File: config.mk
export PLATFORM = sky130hd
export DESIGN_NAME = pe_stream_feeder
export DESIGN_NICKNAME = d
export VERILOG_FILES = /design/src/rtl/pe_stream_feeder.sv
export SDC_FILE = /design/constraint.sdc
export NUM_CORES = 1
export LEC_CHECK = 0
export CELL_PAD_IN_SITES_DETAIL_PLACEMENT = 0
export CELL_PAD_IN_SITES_GLOBAL_PLACEMENT = 1
export CORE_MARGIN = 3
export CORE_UTILIZATION = 58
export CTS_BUF_LIST = sky130_fd_sc_hd__clkbuf_16
export CTS_CLUSTER_DIAMETER = 100
export DETAILED_ROUTE_END_ITERATION = 12
export PLACE_DENSITY = 0.9
export RECOVER_POWER = 100
export SLEW_MARGIN = 20
export SYNTH_ARGS = -nofsm -noshare
export SYNTH_HDL_FRONTEND = slang
export SYNTH_SLANG_ARGS = --single-unit
File: constraint.sdc
create_clock -name clk -period 5.2 [get_ports clk]
set_clock_uncertainty 0.2 [all_clocks]
set_input_delay 1.04 -clock clk [delete_from_list [all_inputs] [get_ports clk]]
set_output_delay 1.04 -clock clk [all_outputs]
set_load 0.05 [all_outputs]
File: src/rtl/pe_stream_feeder.sv
// pe_stream_feeder: buffered stream transmitter for one PE-group operand
// channel. The host fills a local buffer through a write port; a start
// command replays a window of that buffer BlockCount times over a
// valid/ready handshake toward the PE group.
module pe_stream_feeder #(
  parameter int DataWidth       = 32,
  parameter int BufferWidth     = 4,
  parameter int BufferSize      = 16,
  parameter int BlockCount      = 4,
  parameter int BlockCountWidth = 2
) (
  input  logic                   clk,
  input  logic                   aclr,
  input  logic                   WrEn,
  input  logic [BufferWidth-1:0] WrAddr,
  input  logic [DataWidth-1:0]   WrData,
  input  logic                   Start,
  input  logic [BufferWidth-1:0] StartAddr,
  input  logic [BufferWidth:0]   Length,
  output logic                   Busy,
  output logic                   Done,
  output logic [DataWidth-1:0]   DataOut,
  output logic                   DataOutValid,
  input  logic                   DataOutRdy,
  output logic                   DataOutLast
);

  typedef enum logic [1:0] {
    IDLE = 2'd0,
    SEND = 2'd1,
    DONE = 2'd2
  } state_t;

  localparam logic [BufferWidth:0]       SizeVal  = (BufferWidth+1)'(BufferSize);
  localparam logic [BufferWidth:0]       LenOne   = (BufferWidth+1)'(1);
  localparam logic [BufferWidth-1:0]     AddrOne  = BufferWidth'(1);
  localparam logic [BlockCountWidth-1:0] PassLast = BlockCountWidth'(BlockCount - 1);
  localparam logic [BlockCountWidth-1:0] PassOne  = BlockCountWidth'(1);

  state_t state, state_nxt;

  logic [DataWidth-1:0]       mem [BufferSize];
  logic [BufferWidth-1:0]     addr;
  logic [BufferWidth-1:0]     base;
  logic [BufferWidth:0]       len;
  logic [BufferWidth:0]       word_cnt;
  logic [BlockCountWidth-1:0] pass_cnt;
  logic [DataWidth-1:0]       data_q;
  logic                       valid_q;

  logic                       start_ok;
  logic                       accept;
  logic                       hs;
  logic                       wr_ok;
  logic                       word_last;
  logic                       pass_last;
  logic [BufferWidth-1:0]     addr_inc;

  assign start_ok  = Start && (Length != '0) && (Length <= SizeVal);
  assign word_last = (word_cnt == (len - LenOne));
  assign pass_last = (pass_cnt == PassLast);
  assign addr_inc  = addr + AddrOne;

  // State register
  always_ff @(posedge clk or negedge aclr) begin
    if (!aclr) state <= IDLE;
    else       state <= state_nxt;
  end

  // Next-state and handshake decode
  always_comb begin
    state_nxt = state;
    accept    = 1'b0;
    hs        = 1'b0;
    wr_ok     = 1'b0;
    case (state)
      IDLE: begin
        if (start_ok) begin
          accept    = 1'b1;
          state_nxt = SEND;
        end
        // A write colliding with an accepted start is dropped so the first
        // word read out is the pre-existing buffer content.
        wr_ok = WrEn && !start_ok;
      end
      SEND: begin
        if (valid_q && DataOutRdy) begin
          hs = 1'b1;
          if (word_last && pass_last) state_nxt = DONE;
        end
      end
      DONE:    state_nxt = IDLE;
      default: state_nxt = IDLE;
    endcase
  end

  // Buffer storage, window pointers and registered stream output
  always_ff @(posedge clk or negedge aclr) begin
    if (!aclr) begin
      for (int unsigned i = 0; i < BufferSize; i++) mem[i] <= '0;
      addr     <= '0;
      base     <= '0;
      len      <= '0;
      word_cnt <= '0;
      pass_cnt <= '0;
      data_q   <= '0;
      valid_q  <= 1'b0;
    end else begin
      if (wr_ok) mem[WrAddr] <= WrData;
      if (accept) begin
        base     <= StartAddr;
        len      <= Length;
        addr     <= StartAddr;
        word_cnt <= '0;
        pass_cnt <= '0;
        data_q   <= mem[StartAddr];
        valid_q  <= 1'b1;
      end else if (hs) begin
        if (!word_last) begin
          addr     <= addr_inc;
          word_cnt <= word_cnt + LenOne;
          data_q   <= mem[addr_inc];
        end else if (!pass_last) begin
          // Pass boundary reloads the window head in the same cycle: no bubble.
          addr     <= base;
          word_cnt <= '0;
          pass_cnt <= pass_cnt + PassOne;
          data_q   <= mem[base];
        end else begin
          valid_q  <= 1'b0;
        end
      end
    end
  end

  assign DataOut      = data_q;
  assign DataOutValid = valid_q;
  assign DataOutLast  = valid_q && word_last;
  assign Busy         = (state != IDLE);
  assign Done         = (state == DONE);

endmodule

==> run summary <==
die width -> 245 µm
Max clock buf depth -> 3
most frequent cells after synthesis -> dfrtp_1 (567), mux2_2 (510), mux4_2 (480), clkbuf_1 (119), a21oi_1 (70)
critical path endpoint category -> register
final setup vio count -> 0
most common cell in the netlist -> dfrtp_1
leakage -> 16.0 nW
clk root buf -> clkbuf_16
Final Max Tran Viols -> 200
Post-Syn Nets -> 2,095
Worst Tran Pin Value -> 2.92 ns
max incr delay on CP -> 0.87 ns
CP bufs+invs -> 2
Reg2Reg Launch Point -> len[0]
slew margin rel. -> -94.6%
Final Hold Viols -> 0
DR iter-0 viols -> 2,225
Die ar. -> 60,100 µm²
Async SR Flop Fraction -> 100%
Crit path depth -> 8
Routed WL -> 90.1 mm
total placed cells including tap cells -> 2,731
initial antenna violation count -> 2
DP HPWL -> 52.7 mm
CTS hold repair buffers -> 0
register area share after synthesis -> 42.8%
first-pass GRT wire length -> 140 mm
drt wl/cell -> 31.7 µm
Setup Crit Path Kind -> in -> reg
Post-Syn Area -> 33,200 µm²
Vias/cell -> 7.42
Worst Hold Depth -> 1
failing checks -> max-capacitance violations, max-slew violations
Tot GR Track Use -> 31.1%
largest net degree at the start of global routing -> 112
Die Ht -> 245 µm
CTS tree -> done
Clock Latency Late Sink -> 0.63 ns
number of global-route vias before repair -> 22,500
IO Port Bufs -> 85
reg2reg setup slack -> 0.98 ns
Hold Startpoint -> state[1]
syn avg cell area -> 16.3 µm²
MaxCap Viol Count -> 6
layout cells sized above 1 -> 54.8%
gr ovfl total -> 0
Worst-path clk slew -> 0.06 ns
TritonCTS sink count -> 567
CORE AREA -> 56,500 µm²
# IOs -> 86
final worst-path cycle share -> 92.4%
Max FO, Critical Path -> 23
top-area cell type share of the netlist area -> 42.8%
status -> finished with violations
Worst path slowest cell -> clkbuf_2
DRT antenna net count -> 0
post-synth cell types -> 45
Cell Rows -> 87
Reg2Reg Depth -> 9
worst hold path class -> reg -> reg
H-tree depth -> 2
P&R area growth vs syn -> 10.5%
Post-Syn Instances -> 2,041
Synth area leaders -> dfrtp_1 (43%), mux4_2 (33%), mux2_2 (17%)
Nets -> 2,092
cts repair resizes -> 0
DRC violations left -> 0
CTS Buf Count -> 61
Final Wtd Congestion -> 0.833
total number of vias -> 21,100
peak supply drop -> 447 µV
Worst Setup Start Kind -> input port
CP required -> 5.50 ns
Yosys top cell by area -> dfrtp_1
RSZ-0062 raised after global routing -> no
family with the most delay on the worst path -> buffers and inverters
worst reg2reg path endpoint -> DataOut[14]
Post-synth top flop -> dfrtp_1
EDFF count, synth -> 0
Hold EP -> state[0]
crit path cell chain -> dlygate4sd3_1, nor4_1, xnor2_1, a21oi_1, and3b_1, nand3_1, clkbuf_2, mux2_2
Finished Layout Cells -> 2,842
power per cell area -> 460 nW/µm²
Yosys Warn Count -> 0
setup repair bufs after CTS -> 0
min Tclk post-route -> 4.81 ns
register bit total from synthesis -> 567
Initial Util -> 58.7%
Data arrival, critical path -> 5.11 ns
Fin Setup TNS -> 0 ns
Peak Freq -> 208 MHz
First-pass DRT Iterations -> 5
-- layout by cell type, fill, tap and decap left out, drive strengths merged, types with 5 or more instances in the layout --
cell | synthesis | layout
nor2 | 44 | 44
a21oi | 72 | 72
mux4 | 480 | 480
clkdlybuf4s50 | 0 | 43
inv | 6 | 20
dfrtp | 567 | 567
a22oi | 32 | 32
o21ai | 11 | 11
buf | 94 | 35
bufinv | 0 | 7
xnor2 | 5 | 5
dlygate4sd3 | 0 | 37
nand3 | 9 | 9
mux2 | 513 | 513
clkinv | 0 | 25
nand2 | 39 | 39
clkbuf | 119 | 94
xor2 | 5 | 5
nor2b | 5 | 5
-- worst register-to-register path: cells and delay by family, from the launching register on --
| kind | cells | cell delay [ns] |
|---|---|---|
| AND/OR/NAND/NOR | 1 | 0.10 |
| adder cells (fa/ha/maj) | 1 | 0.22 |
| buffers and inverters | 2 | 1.16 |
| flip-flops | 1 | 0.40 |
| AO/OA/AOI/OAI | 4 | 1.91 |
| XOR/XNOR | 1 | 0.16 |
-- flip-flops by register name, indices dropped and copies added (netlist names), 2 cells and up --
name,flops
mem,512
pass_cnt,2
len,5
addr,4
base,4
DataOut,32
word_cnt,5
state,2
-- layout make-up --
class | instances | area (µm²)
clock inverter | 48 | 427
timing repair buffer | 147 | 1390
antenna | 1 | 2.50
clock buffer | 62 | 1550
fill | 3815 | 19800
inverter | 6 | 22.5
multi-input combinational | 1255 | 18100
sequential | 567 | 14200
tap | 756 | 946
-- cells by family after synthesis --
logic type / count (synthesis) / share of synthesized area (%)
and+or+nand+nor: 119 / 1.67
buffers and inverters: 219 / 2.81
adders and majority gates: 4 / 0.151
AOI/OAI and AO/OA: 127 / 2.30
DFF: 567 / 42.8
xor gates and xnor gates: 10 / 0.264
muxes: 995 / 50.0
-- worst max path at each step --
| stage | start | endpoint |
|---|---|---|
| 2_1_floorplan | len[0] | DataOutLast |
| 5_1_grt | Length[3] | mem[50] |
| 4_1_cts | len[0] | DataOutLast |
| 6_report | Length[3] | mem[45] |
| 3_5_place_dp | Length[3] | mem[372] |
| 3_3_place_gp | Length[3] | mem[372] |
-- through the flow --
stage | cell area [µm²] | hold slack [ns] | utilization (%) | worst slack (ns) | power [mW]
5_1_grt | 36600 | 0.334 | 64.9 | 0.363 | 17.6
3_3_place_gp | 34900 | 0.276 | 61.9 | 0.785 | 12.4
3_5_place_dp | 34900 | 0.290 | 61.9 | 0.766 | 12.6
6_report | 36700 | 0.303 | 64.9 | 0.393 | 16.8
2_1_floorplan | 33200 | 0.254 | - | 1.82 | 10.5
4_1_cts | 36900 | 0.300 | 65.4 | 0.842 | 17.0
-- routing by layer --
metal	track usage, %	share of wire [%]	wire [µm]
met1	41.8	37	33500
met2	48.9	48	43000
met3	8.51	11	9520
met4	12.6	4.5	4050
met5	0	0.014	13
-- report_power, final --
part / internal (mW) / leakage, nW / switching [mW] / total [mW]
Clock: 2.50 / 1.02 / 1.82 / 4.32
Combinational: 3.10 / 7.23 / 3.50 / 6.60
Sequential: 5.00 / 7.74 / 0.924 / 5.93
Total: 10.6 / 16.0 / 6.24 / 16.8
Note: power is estimated with default switching activity, not from simulation.
